### src/rtl/button_repeat_conditioner_if.sv
// Button bundle between the raw board buttons and the cursor controller:
// raw inputs and repeat enable in, debounced levels and press/repeat pulses out.
interface button_repeat_conditioner_if #(
  parameter int N_BTN = 4
);
  logic [N_BTN-1:0] btn_in;
  logic             repeat_en;
  logic [N_BTN-1:0] btn_level;
  logic [N_BTN-1:0] btn_pulse;

  modport master (
    output btn_in,
    output repeat_en,
    input  btn_level,
    input  btn_pulse
  );

  modport slave (
    input  btn_in,
    input  repeat_en,
    output btn_level,
    output btn_pulse
  );
endinterface

### src/rtl/button_repeat_conditioner.sv
// Per-button synchroniser, counter debouncer and hold-to-repeat pulse generator.
// Each channel emits a one-cycle pulse on press and on every auto-repeat.
module button_repeat_conditioner #(
  parameter int N_BTN           = 4,
  parameter int DEBOUNCE_CYCLES = 1_000_000,
  parameter int REPEAT_DELAY    = 50_000_000,
  parameter int REPEAT_RATE     = 10_000_000
) (
  input  logic                        clk,
  input  logic                        rst_n,
  button_repeat_conditioner_if.slave  bus
);

  localparam int DB_W   = $clog2(DEBOUNCE_CYCLES + 1);
  localparam int RP_MAX = (REPEAT_DELAY > REPEAT_RATE) ? REPEAT_DELAY : REPEAT_RATE;
  localparam int RP_W   = $clog2(RP_MAX + 1);

  localparam logic [DB_W-1:0] DB_LAST  = DB_W'(DEBOUNCE_CYCLES - 1);
  localparam logic [DB_W-1:0] DB_ZERO  = DB_W'(0);
  localparam logic [DB_W-1:0] DB_ONE   = DB_W'(1);
  localparam logic [RP_W-1:0] RD_LAST  = RP_W'(REPEAT_DELAY - 1);
  localparam logic [RP_W-1:0] RR_LAST  = RP_W'(REPEAT_RATE - 1);
  localparam logic [RP_W-1:0] RP_ZERO  = RP_W'(0);
  localparam logic [RP_W-1:0] RP_ONE   = RP_W'(1);

  localparam logic [1:0] ST_IDLE   = 2'd0;
  localparam logic [1:0] ST_DELAY  = 2'd1;
  localparam logic [1:0] ST_REPEAT = 2'd2;

  if (N_BTN < 1) begin : g_bad_nbtn
    $error("button_repeat_conditioner: N_BTN must be >= 1");
  end
  if (DEBOUNCE_CYCLES < 1) begin : g_bad_db
    $error("button_repeat_conditioner: DEBOUNCE_CYCLES must be >= 1");
  end
  if (REPEAT_DELAY < 1) begin : g_bad_rd
    $error("button_repeat_conditioner: REPEAT_DELAY must be >= 1");
  end
  if (REPEAT_RATE < 1) begin : g_bad_rr
    $error("button_repeat_conditioner: REPEAT_RATE must be >= 1");
  end

  logic [N_BTN-1:0] sync1_q;
  logic [N_BTN-1:0] sync2_q;
  logic [N_BTN-1:0] level_vec_s;
  logic [N_BTN-1:0] pulse_vec_s;

  // Two-flop synchroniser for the asynchronous button pins.
  always_ff @(posedge clk or negedge rst_n) begin
    if (!rst_n) begin
      sync1_q <= {N_BTN{1'b0}};
      sync2_q <= {N_BTN{1'b0}};
    end else begin
      sync1_q <= bus.btn_in;
      sync2_q <= sync1_q;
    end
  end

  for (genvar g = 0; g < N_BTN; g++) begin : g_ch
    logic [DB_W-1:0] db_cnt_q;
    logic [DB_W-1:0] db_cnt_d;
    logic            level_q;
    logic            level_d;
    logic [1:0]      state_q;
    logic [1:0]      state_d;
    logic [RP_W-1:0] rp_cnt_q;
    logic [RP_W-1:0] rp_cnt_d;
    logic            pulse_q;
    logic            pulse_d;
    logic            rise_s;
    logic            fall_s;

    // The stable level only flips after DEBOUNCE_CYCLES consecutive differing samples.
    always_comb begin
      db_cnt_d = db_cnt_q;
      level_d  = level_q;
      if (sync2_q[g] == level_q) begin
        db_cnt_d = DB_ZERO;
      end else if (db_cnt_q == DB_LAST) begin
        level_d  = sync2_q[g];
        db_cnt_d = DB_ZERO;
      end else begin
        db_cnt_d = db_cnt_q + DB_ONE;
      end
    end

    assign rise_s = ~level_q & level_d;
    assign fall_s = level_q & ~level_d;

    // Release wins over everything so no pulse can coincide with a falling level.
    always_comb begin
      state_d  = state_q;
      rp_cnt_d = rp_cnt_q;
      pulse_d  = 1'b0;
      if (fall_s) begin
        state_d  = ST_IDLE;
        rp_cnt_d = RP_ZERO;
      end else begin
        case (state_q)
          ST_IDLE: begin
            if (rise_s) begin
              pulse_d  = 1'b1;
              state_d  = ST_DELAY;
              rp_cnt_d = RP_ZERO;
            end else begin
              rp_cnt_d = RP_ZERO;
            end
          end
          ST_DELAY: begin
            if (!bus.repeat_en) begin
              rp_cnt_d = RP_ZERO;
            end else if (rp_cnt_q == RD_LAST) begin
              pulse_d  = 1'b1;
              state_d  = ST_REPEAT;
              rp_cnt_d = RP_ZERO;
            end else begin
              rp_cnt_d = rp_cnt_q + RP_ONE;
            end
          end
          ST_REPEAT: begin
            if (!bus.repeat_en) begin
              state_d  = ST_DELAY;
              rp_cnt_d = RP_ZERO;
            end else if (rp_cnt_q == RR_LAST) begin
              pulse_d  = 1'b1;
              rp_cnt_d = RP_ZERO;
            end else begin
              rp_cnt_d = rp_cnt_q + RP_ONE;
            end
          end
          default: begin
            state_d  = ST_IDLE;
            rp_cnt_d = RP_ZERO;
          end
        endcase
      end
    end

    // Channel state registers.
    always_ff @(posedge clk or negedge rst_n) begin
      if (!rst_n) begin
        db_cnt_q <= DB_ZERO;
        level_q  <= 1'b0;
        state_q  <= ST_IDLE;
        rp_cnt_q <= RP_ZERO;
        pulse_q  <= 1'b0;
      end else begin
        db_cnt_q <= db_cnt_d;
        level_q  <= level_d;
        state_q  <= state_d;
        rp_cnt_q <= rp_cnt_d;
        pulse_q  <= pulse_d;
      end
    end

    assign level_vec_s[g] = level_q;
    assign pulse_vec_s[g] = pulse_q;
  end

  assign bus.btn_level = level_vec_s;
  assign bus.btn_pulse = pulse_vec_s;

endmodule

### src/flat_wrapper.sv
// flat-port wrapper written by rule: the top's interface ports become plain ports
module button_repeat_conditioner_flat 
#(
  parameter int N_BTN           = 4,
  parameter int DEBOUNCE_CYCLES = 1_000_000,
  parameter int REPEAT_DELAY    = 50_000_000,
  parameter int REPEAT_RATE     = 10_000_000
)
  (clk, rst_n, bus_btn_in, bus_repeat_en, bus_btn_level, bus_btn_pulse);
  button_repeat_conditioner_if #(.N_BTN(N_BTN)) bus_i ();
  input  logic clk;
  input  logic rst_n;
  input wire logic [$bits(bus_i.btn_in)-1:0] bus_btn_in;
  input wire logic [$bits(bus_i.repeat_en)-1:0] bus_repeat_en;
  output wire logic [$bits(bus_i.btn_level)-1:0] bus_btn_level;
  output wire logic [$bits(bus_i.btn_pulse)-1:0] bus_btn_pulse;
  assign bus_i.btn_in = bus_btn_in;
  assign bus_i.repeat_en = bus_repeat_en;
  assign bus_btn_level = bus_i.btn_level;
  assign bus_btn_pulse = bus_i.btn_pulse;
  button_repeat_conditioner #(.N_BTN(N_BTN), .DEBOUNCE_CYCLES(DEBOUNCE_CYCLES), .REPEAT_DELAY(REPEAT_DELAY), .REPEAT_RATE(REPEAT_RATE)) u_core (.clk(clk), .rst_n(rst_n), .bus(bus_i));
endmodule
### config.mk
export PLATFORM = sky130hd
export DESIGN_NAME = button_repeat_conditioner_flat
export DESIGN_NICKNAME = d
export VERILOG_FILES = /design/src/rtl/button_repeat_conditioner_if.sv /design/src/rtl/button_repeat_conditioner.sv /design/src/flat_wrapper.sv
export SDC_FILE = /design/constraint.sdc
export NUM_CORES = 1
export LEC_CHECK = 0
export ABC_AREA = 1
export ABC_CLOCK_PERIOD_IN_PS = 2700
export CORE_ASPECT_RATIO = 1.2
export CORE_MARGIN = 1.5
export CORE_UTILIZATION = 70
export CTS_CLUSTER_SIZE = 28
export DETAILED_ROUTE_END_ITERATION = 8
export DONT_BUFFER_PORTS = 1
export PLACE_DENSITY = 0.85
export SYNTH_ARGS = -nofsm -noshare
export SYNTH_HDL_FRONTEND = slang
export SYNTH_SLANG_ARGS = --single-unit
### constraint.sdc
create_clock -name clk -period 2.7 [get_ports clk]
set_clock_uncertainty 0.05 [all_clocks]
set_input_delay 0.27 -clock clk [delete_from_list [all_inputs] [get_ports clk]]
set_output_delay 0.27 -clock clk [all_outputs]
set_load 0.05 [all_outputs]
# [After elaboration in Yosys (flattened, before gate mapping)]
# Index checks and enable logic that the tools add are counted.
[classes] addsub=8 eq_ne=40 muxes=89 bitwise=16 n_reduce_logical=8
[op_table] op="26-bit two-way mux" count=20
[op_table] op="26-bit one-hot mux with 2 select lines" count=4
[op_table] op="20-bit two-way mux" count=8
[op_table] op="26-bit by 1-bit adder with 26-bit output, second input constant" count=4
[op_table] op="26-bit by 24-bit equality test with 1-bit output, second input constant" count=4
[op_table] op="26-bit equality test, second input constant" count=4
[op_table] op="20-bit by 1-bit adder with 20-bit output, second input constant" count=4
[op_table] op="20-bit equality test, second input constant" count=4
[op_table] op="2-bit two-way mux" count=17
[op_table] op="1-bit two-way mux" count=32
[op_table] op="3-bit by 1-bit inequality test with 1-bit output, second input constant" count=8
[op_table] op="3-bit by 2-bit inequality test with 1-bit output, second input constant" count=8
[op_table] op="2-bit one-hot mux with 3 select lines" count=4
[op_table] op="4-bit AND reduction" count=4
[op_table] op="1-bit one-hot mux with 3 select lines" count=4
[op_table] op="1-bit AND" count=8
[op_table] op="2-bit by 1-bit equality test with 1-bit output, second input constant" count=4
[op_table] op="2-bit equality test, second input constant" count=4
[op_table] op="2-bit zero test" count=4
[op_table] op="1-bit NOT" count=8
[op_table] op="1-bit equality test" count=4
[totals] regBits=208 inputBits=7 output_inout_bits=8 word_cells=183

# [Depth between registers and ports, before layout]
# Gate-level depths: netlist (run 1).
[logic_depth] word_depth=7 depth_mapped=12 depth_no_buf=12

# [Worst setup path before layout (run 1)]
# Ideal clock, no wire load.
[synth_path] path_type="reg-to-reg" from="register u_core.g_ch[2].rp_cnt_q[0]" to="register u_core.g_ch[2].rp_cnt_q[21]" t_arrival_ns=1.509 path_slack_ns=1.017 stages_incl_launch_ff=12 n_path_buf=1 path_cell_list="dfrtp_1 ha_1 nand2_1 nor2_2 nand2_1 nor2_1 nand2_1 nand2_1 nand2_1 buf_2 nand3_1 nor2_1"
[synth_via] elab_chain_cells=5 elab_cells_between_ends=9
[synth_rtl] item="start, declared" line_no="button_repeat_conditioner.sv:66" rtl="logic [RP_W-1:0] rp_cnt_q;"
[synth_rtl] item="start signal, assigned" line_no="button_repeat_conditioner.sv:151" rtl="rp_cnt_q <= rp_cnt_d;"
[synth_rtl] item="26-bit by 1-bit adder with 26-bit output, or another cell as far along" line_no="button_repeat_conditioner.sv:117, button_repeat_conditioner.sv:128"
[synth_rtl] item="26-bit two-way mux (on tied branches)" line_no="button_repeat_conditioner.sv:124, button_repeat_conditioner.sv:112"
[synth_rtl] item="26-bit two-way mux (on tied branches)" line_no="button_repeat_conditioner.sv:121, button_repeat_conditioner.sv:110"
[synth_rtl] item="26-bit one-hot mux with 2 select lines (*)" line_no="button_repeat_conditioner.sv:99" rtl="case (state_q)"
[synth_rtl] item="26-bit two-way mux (*)" line_no="button_repeat_conditioner.sv:95" rtl="if (fall_s) begin"
[synth_rtl] item="via u_core.g_ch[2].rp_cnt_d[21]" line_no="button_repeat_conditioner.sv:67" rtl="logic [RP_W-1:0] rp_cnt_d;"
# The timed path passes the listed nets; every way through them passes the cells marked *.
# A chain may end at the register's enable or synchronous reset.

# [Worst setup path after layout (run 1)]
[layout_path] from="register u_core.g_ch[2].rp_cnt_q[0]" to="register u_core.g_ch[2].rp_cnt_q[1]"
# The elaborated chain is that of the path after synthesis.

==> impl_results.md, run 1 <==
- Crit Path Max Fanout: 15
- Hold Crit Class: input pin to async pin
- Area grow syn2layout: 7.81%
- Post-Synthesis Cells: 1780
- Vias: 11600
- TritonCTS clock tree: yes
- Fill cells: 1270
- Avg Vias per Cell: 5.70
- Mapped Nets: 1812
- Req. time, crit path: 3.03 ns
- Peak VDD IR: 0.545 mV
- Port Buffers: 0
- Run status: complete, but fails checks
- Hold_buf cts: 5
- Root buffer selected by CTS: clkbuf_16
- Synth warnings: 0
- Vert. Die Dim: 150 µm
- Die footprint: 18900 µm²
- CP Class: flip-flop to flip-flop
- H-Tree Depth: 1
- Most area-consuming cells after synthesis: dfrtp_1, nand2_1, nor2_1
- Pwr Total: 6.45 mW
- Setup slack, reg-to-reg: 0.65 ns
- Failing checks: hold timing
- Count of cell types in the netlist: 44
- Commonest non-fill, non-tap cell in the layout: nand2_1
- Initial antenna violation count: 0
- CP Data Arrival Time: 2.38 ns
- Num CTS Buffers: 23
- Avg WL per Cell: 14.3 µm
- Worst hold slack: -0.598 ns
- Core Rows: 53
- Slew headroom: 35.6%
- Pins over their slew limit: 0
- Clock transition at the registers of the reported paths: 0.06 ns
- Final Routed Wirelength: 29100 µm
- Core area: 17600 µm²
- Mapped cell area: 12600 µm²
- Worst Max-Slew Pin Slew: 0.963 ns
- Finished Core Util: 77.5%
- Maximum clock frequency: 488 MHz
- Area leader, netlist: dfrtp_1
- CP startpoint kind: flip-flop
- Grt ovf: 0
- CTS sink count: 208
- Nets: 1827
- Final setup vio count: 0
- Sequential-to-total area share from yosys stat: 41.2%
- Largest net degree at the start of global routing: 209
- Initial core utilization: 71.8%
- CTS Buffer Depth: 3
- Vias in the first global route: 11000
- Top cell type's share of synthesized area: 41.2%
- Layout cells sized above 1: 5.36%
- Avg Cell Area, Syn: 7.09 µm²
- First-pass GRT wire length: 49500 µm
- Final Hold Vio Count: 208
- DP HPWL: 20700 µm
- Leakage power: 6.06 nW
- CP endpoint kind: flip-flop
- Most frequent cells in the layout: nand2_1, nor2_1, inv_1, dfrtp_1, nand3_1
- Residual DRC: 0
- Pre-antenna DRT Iters: 8
- Pwr dens: 474 nW/µm²
- RSZ-0062 raised after global routing: no
- Max Cap Viol: 0
- Overall Global Routing Usage: 31.1%
- Die Wd: 126 µm
- Postcts setup bufs: 0
- Skew-Pair Late Insertion Delay: 0.51 ns
- RePlAce Congestion: 0.998
- IO Count: 15
- Fin crit share: 75.9%
- Antenna cell count: 0
- DRT iter0 DRCs: 890
- Yosys reg bits: 208
- ANT nets after route: 0
- TNS Setup: 0 ns
- Final Critical Period: 2.05 ns
-- layout make-up --
type | instances | area, µm² | area share [%]
Inverter | 247 | 927 | 6.81
Clock inverter | 9 | 124 | 0.910
Tap cell | 220 | 275 | 2.02
Timing Repair Buffer | 10 | 87.6 | 0.643
Clock buffer | 32 | 659 | 4.84
Multi-Input combinational cell | 1305 | 6330 | 46.5
Sequential cell | 208 | 5200 | 38.2
-- routing by layer --
layer | GRT usage, % | part of all wire [%] | up-vias
met2 | 55.6 | 50 | 413
met5 | 0 | 0 | -
met4 | 11.3 | 3.0 | 0
li1 | - | - | 5732
met1 | 39.1 | 42 | 5361
met3 | 3.45 | 5.0 | 77
-- worst paths after layout --
kind                                                      start                               endpoint  cells past startpoint
max                        u_core.g_ch[2].rp_cnt_q[0]$_DFF_PN0_   u_core.g_ch[2].rp_cnt_q[1]$_DFF_PN0_                     10
min                                                       rst_n   u_core.g_ch[2].db_cnt_q[5]$_DFF_PN0_                      0
max reg2reg                u_core.g_ch[2].rp_cnt_q[0]$_DFF_PN0_   u_core.g_ch[2].rp_cnt_q[1]$_DFF_PN0_                     10
min reg2reg                         u_core.sync1_q[0]$_DFF_PN0_            u_core.sync2_q[0]$_DFF_PN0_                      0
max in group asynchronous                                 rst_n  u_core.g_ch[1].rp_cnt_q[19]$_DFF_PN0_                      0
min in group clk                                  bus_repeat_en       u_core.g_ch[1].pulse_q$_DFF_PN0_                      3
-- cells by family (layout without fill, tap and decap cells) --
| logic type | Yosys count | count (layout) | share of synthesized area (%) |
|---|---|---|---|
| simple gates | 1106 | 1106 | 38.7 |
| buf+inv | 267 | 298 | 8.61 |
| flops | 208 | 208 | 41.2 |
| compound gates | 127 | 127 | 5.69 |
| xor+xnor | 47 | 47 | 3.26 |
| fa+ha+maj | 25 | 25 | 2.48 |
-- report_power, final --
group | switching (mW) | internal (mW)
logic | 0.0558 | 0.0310
registers | 0.0162 | 3.14
clock network | 1.22 | 1.99
-- metrics by stage --
step                      instances  worst slack (ns)  area (µm²)
after floorplan                1780              1.02       12600
after global placement         1985             0.765       12800
after detailed placement       1985             0.701       12800
after CTS                      2031             0.668       13600
after global routing           2031             0.467       13600
final                          2031             0.651       13600
-- sequential cells by signal (all words and copies together), names as in the netlist --
name	count
u_core.g_ch.state_q	8
u_core.sync2_q	4
u_core.g_ch.pulse_q	4
u_core.g_ch.level_q	4
u_core.sync1_q	4
u_core.g_ch.db_cnt_q	80
u_core.g_ch.rp_cnt_q	104
-- worst max-delay path, stage by stage, from the launching register on --
cell	delay [ns]
dfrtp_1	0.40
ha_1	0.24
nand2_1	0.08
nor2_2	0.18
nand2_1	0.12
nor2_1	0.12
nand2_1	0.06
nand2_1	0.10
nand2_1	0.17
nand2_2	0.31
nor2_1	0.09
-- Yosys cell counts, drive strengths merged --
library cell / number
dfrtp: 208
o21bai: 2
o211a: 1
buf: 19
and2: 1
nand2b: 1
nor4: 6
a21o: 1
o21a: 7
nand4: 69
a31oi: 7
xor2: 31
xnor2: 16
a211oi: 5
nand2: 399
nand3b: 9
clkbuf: 1
nor2: 397
nor3b: 13
nand3: 143
o31ai: 2
a21oi: 52
o21ai: 50
or2: 7
inv: 247
nor3: 58
and3: 3
ha: 25
-- what timing repair did --
item / in CTS / in global routing
hold endpoints to repair: 235 / 208
resized for setup: 0 / 0
endpoints found under the setup margin: 0 / 0
No activity file was read; power rests on OpenSTA's default activity.
==> run 2, diff against run 1 <==
ABC_CLOCK_PERIOD_IN_PS = 1700   (was 2700)
CORE_UTILIZATION = 59   (was 70)
PLACE_DENSITY = 0.77   (was 0.85)
clock period = 1.7 ns   (was 2.7 ns; I/O delays follow)
==> impl_results.md, run 2 (synthesized netlist as in run 1, its figures left out) <==
- Run status: complete, but fails checks
- Failing checks: hold timing, setup timing
- Req. time, crit path: 2.09 ns
- Fin crit share: 103%
- RePlAce Congestion: 0.970
- Num CTS Buffers: 23
- ANT nets after route: 0
- Cell count after placement: 2194
- Final Hold Vio Count: 208
- H-Tree Depth: 1
- Worst Setup SP: u_core.g_ch[2].rp_cnt_q[0]$_DFF_PN0_
- Maximum clock frequency: 569 MHz
- Residual DRC: 0
- Reg2reg path depth: 11
- CTS sink count: 208
- Initial antenna violation count: 0
- Top Registers: u_core.g_ch.rp_cnt_q: 104 flops, u_core.g_ch.db_cnt_q: 80 flops, u_core.g_ch.state_q: 8 flops
- Final Critical Period: 1.76 ns
- Vias in the first global route: 12000
- Top reg by flops: u_core.g_ch.rp_cnt_q
- Finished Core Util: 78.2%
- Crit Path Max Fanout: 4
- Hold_buf cts: 6
- Skew-Pair Late Insertion Delay: 0.52 ns
- Final setup vio count: 13
- Crit-path max cell delay: 0.42 ns
- Worst Max-Slew Pin Slew: 0.489 ns
- Layout cells sized above 1: 26.0%
- Worst path cell trace: ha_2 > nand2_2 > nor2_4 > buf_4 > nand2_1 > nor2_2 > nand2_1 > nand2_1 > nand2_1 > nand3b_1 > nor2_1
- Peak VDD IR: 0.742 mV
- Pins over their slew limit: 0
- Pre-antenna DRT Iters: 7
- Worst path bufs/invs: 1
- Worst hold slack: -0.706 ns
- First-pass GRT wire length: 53700 µm
- Grt ovf: 0
- Vias: 12700
- Finished Layout Cells: 2285
- Vert. Die Dim: 163 µm
- Root buffer selected by CTS: clkbuf_16
- Slew headroom: 67.1%
- Largest net degree at the start of global routing: 209
- Overall Global Routing Usage: 29.2%
- Max Cap Viol: 0
- Pwr dens: 639 nW/µm²
- Port Buffers: 0
- TritonCTS clock tree: yes
- R2R Path Start: u_core.g_ch[2].rp_cnt_q[0]$_DFF_PN0_
- IO Count: 15
- Nets: 2033
- Most frequent cells in the layout: nand2_1, nor2_1, inv_1, dfrtp_1, buf_4
- Finished layout cell area: 16400 µm²
- DRT iter0 DRCs: 774
- Fill cells: 1471
- Antenna cell count: 0
- Initial core utilization: 60.2%
- Crit path max-delay family: simple AND/OR/NAND/NOR gates
- Post-DP Area: 14000 µm²
- CP Data Arrival Time: 2.15 ns
- Die Wd: 137 µm
- Area grow syn2layout: 30.0%
- Leakage power: 7.19 nW
- Commonest non-fill, non-tap cell in the layout: nand2_1
- Clock transition at the registers of the reported paths: 0.06 ns
- Hold Crit Class: input pin to async pin
- Die footprint: 22300 µm²
- Final Routed Wirelength: 35000 µm
- Max reg flops: 104
- Avg WL per Cell: 15.3 µm
- CP endpoint kind: flip-flop
- CP Class: flip-flop to flip-flop
- DP HPWL: 22500 µm
- CP startpoint kind: flip-flop
- Post-route worst setup slack: -0.0581 ns
- Core Rows: 58
- Avg Vias per Cell: 5.54
- RSZ-0062 raised after global routing: yes
- Core area: 21000 µm²
- Pwr Total: 10.5 mW
- CP Depth: 11
- Most Frequent Cell on Critical Path: nand2_1
- CP max stage cell: dfrtp_1
- CTS Buffer Depth: 3
run 2: final cells by class:
type	instances	area, µm²	area share (%)
clock inverters	7	113	0.686
clock buffers	32	679	4.14
flip-flops and latches	208	5230	31.9
multi-input cells	1308	7380	45.0
repair buffers	213	1740	10.6
well taps	270	338	2.06
inverters	247	937	5.71
run 2: stage by stage:
| stage | TNS, ns | setup slack [ns] |
|---|---|---|
| 2_1_floorplan | 0 | 0.0167 |
| 3_3_place_gp | -0.179 | -0.0572 |
| 3_5_place_dp | -2.20 | -0.0803 |
| 4_1_cts | -0.0192 | -0.0124 |
| 5_1_grt | -3.86 | -0.124 |
| 6_report | -0.209 | -0.0581 |
run 2: final timing paths:
path | to | slack (ns)
worst max-delay path | u_core.g_ch[2].rp_cnt_q[22]$_DFF_PN0_ | -0.06
worst min-delay path | u_core.g_ch[2].db_cnt_q[18]$_DFF_PN0_ | -0.71
worst max register to register | u_core.g_ch[2].rp_cnt_q[22]$_DFF_PN0_ | -0.06
worst min register to register | u_core.sync2_q[0]$_DFF_PN0_ | 0.30
max in group asynchronous | u_core.g_ch[1].rp_cnt_q[16]$_DFF_PN0_ | 1.99
min in group clk | u_core.g_ch[3].pulse_q$_DFF_PN0_ | 0.06
run 2: routing by layer:
| metal | vias to the layer above | share of wire, % | track usage [%] |
|---|---|---|---|
| li1 | 6114 | - | - |
| met1 | 6018 | 40 | 35.8 |
| met2 | 422 | 51 | 52.1 |
| met3 | 113 | 5.4 | 3.94 |
| met4 | 0 | 3.5 | 10.3 |
| met5 | - | 0 | 0 |
run 2: power by group:
part           total, mW  leakage, nW  internal [mW]  switching, mW
clock network       5.27        0.390           3.22           2.05
logic              0.200         3.94         0.0866          0.113
registers           5.02         2.85           4.98         0.0324
total               10.5         7.19           8.29           2.19
run 2: worst register-to-register path: stages (launching register included):
cell,delay [ns]
dfrtp_1,0.42
ha_2,0.24
nand2_2,0.07
nor2_4,0.12
buf_4,0.14
nand2_1,0.07
nor2_2,0.13
nand2_1,0.10
nand2_1,0.06
nand2_1,0.04
nand3b_1,0.15
nor2_1,0.10
run 2: repair_timing:
action / 4_1_cts / 5_1_grt
cloned: 2 / 2
resized for setup: 37 / 279
setup endpoints to repair: 78 / 170
buffers inserted: 3 / 39
pin swaps: 6 / 84
endpoints found under the hold margin: 249 / 208
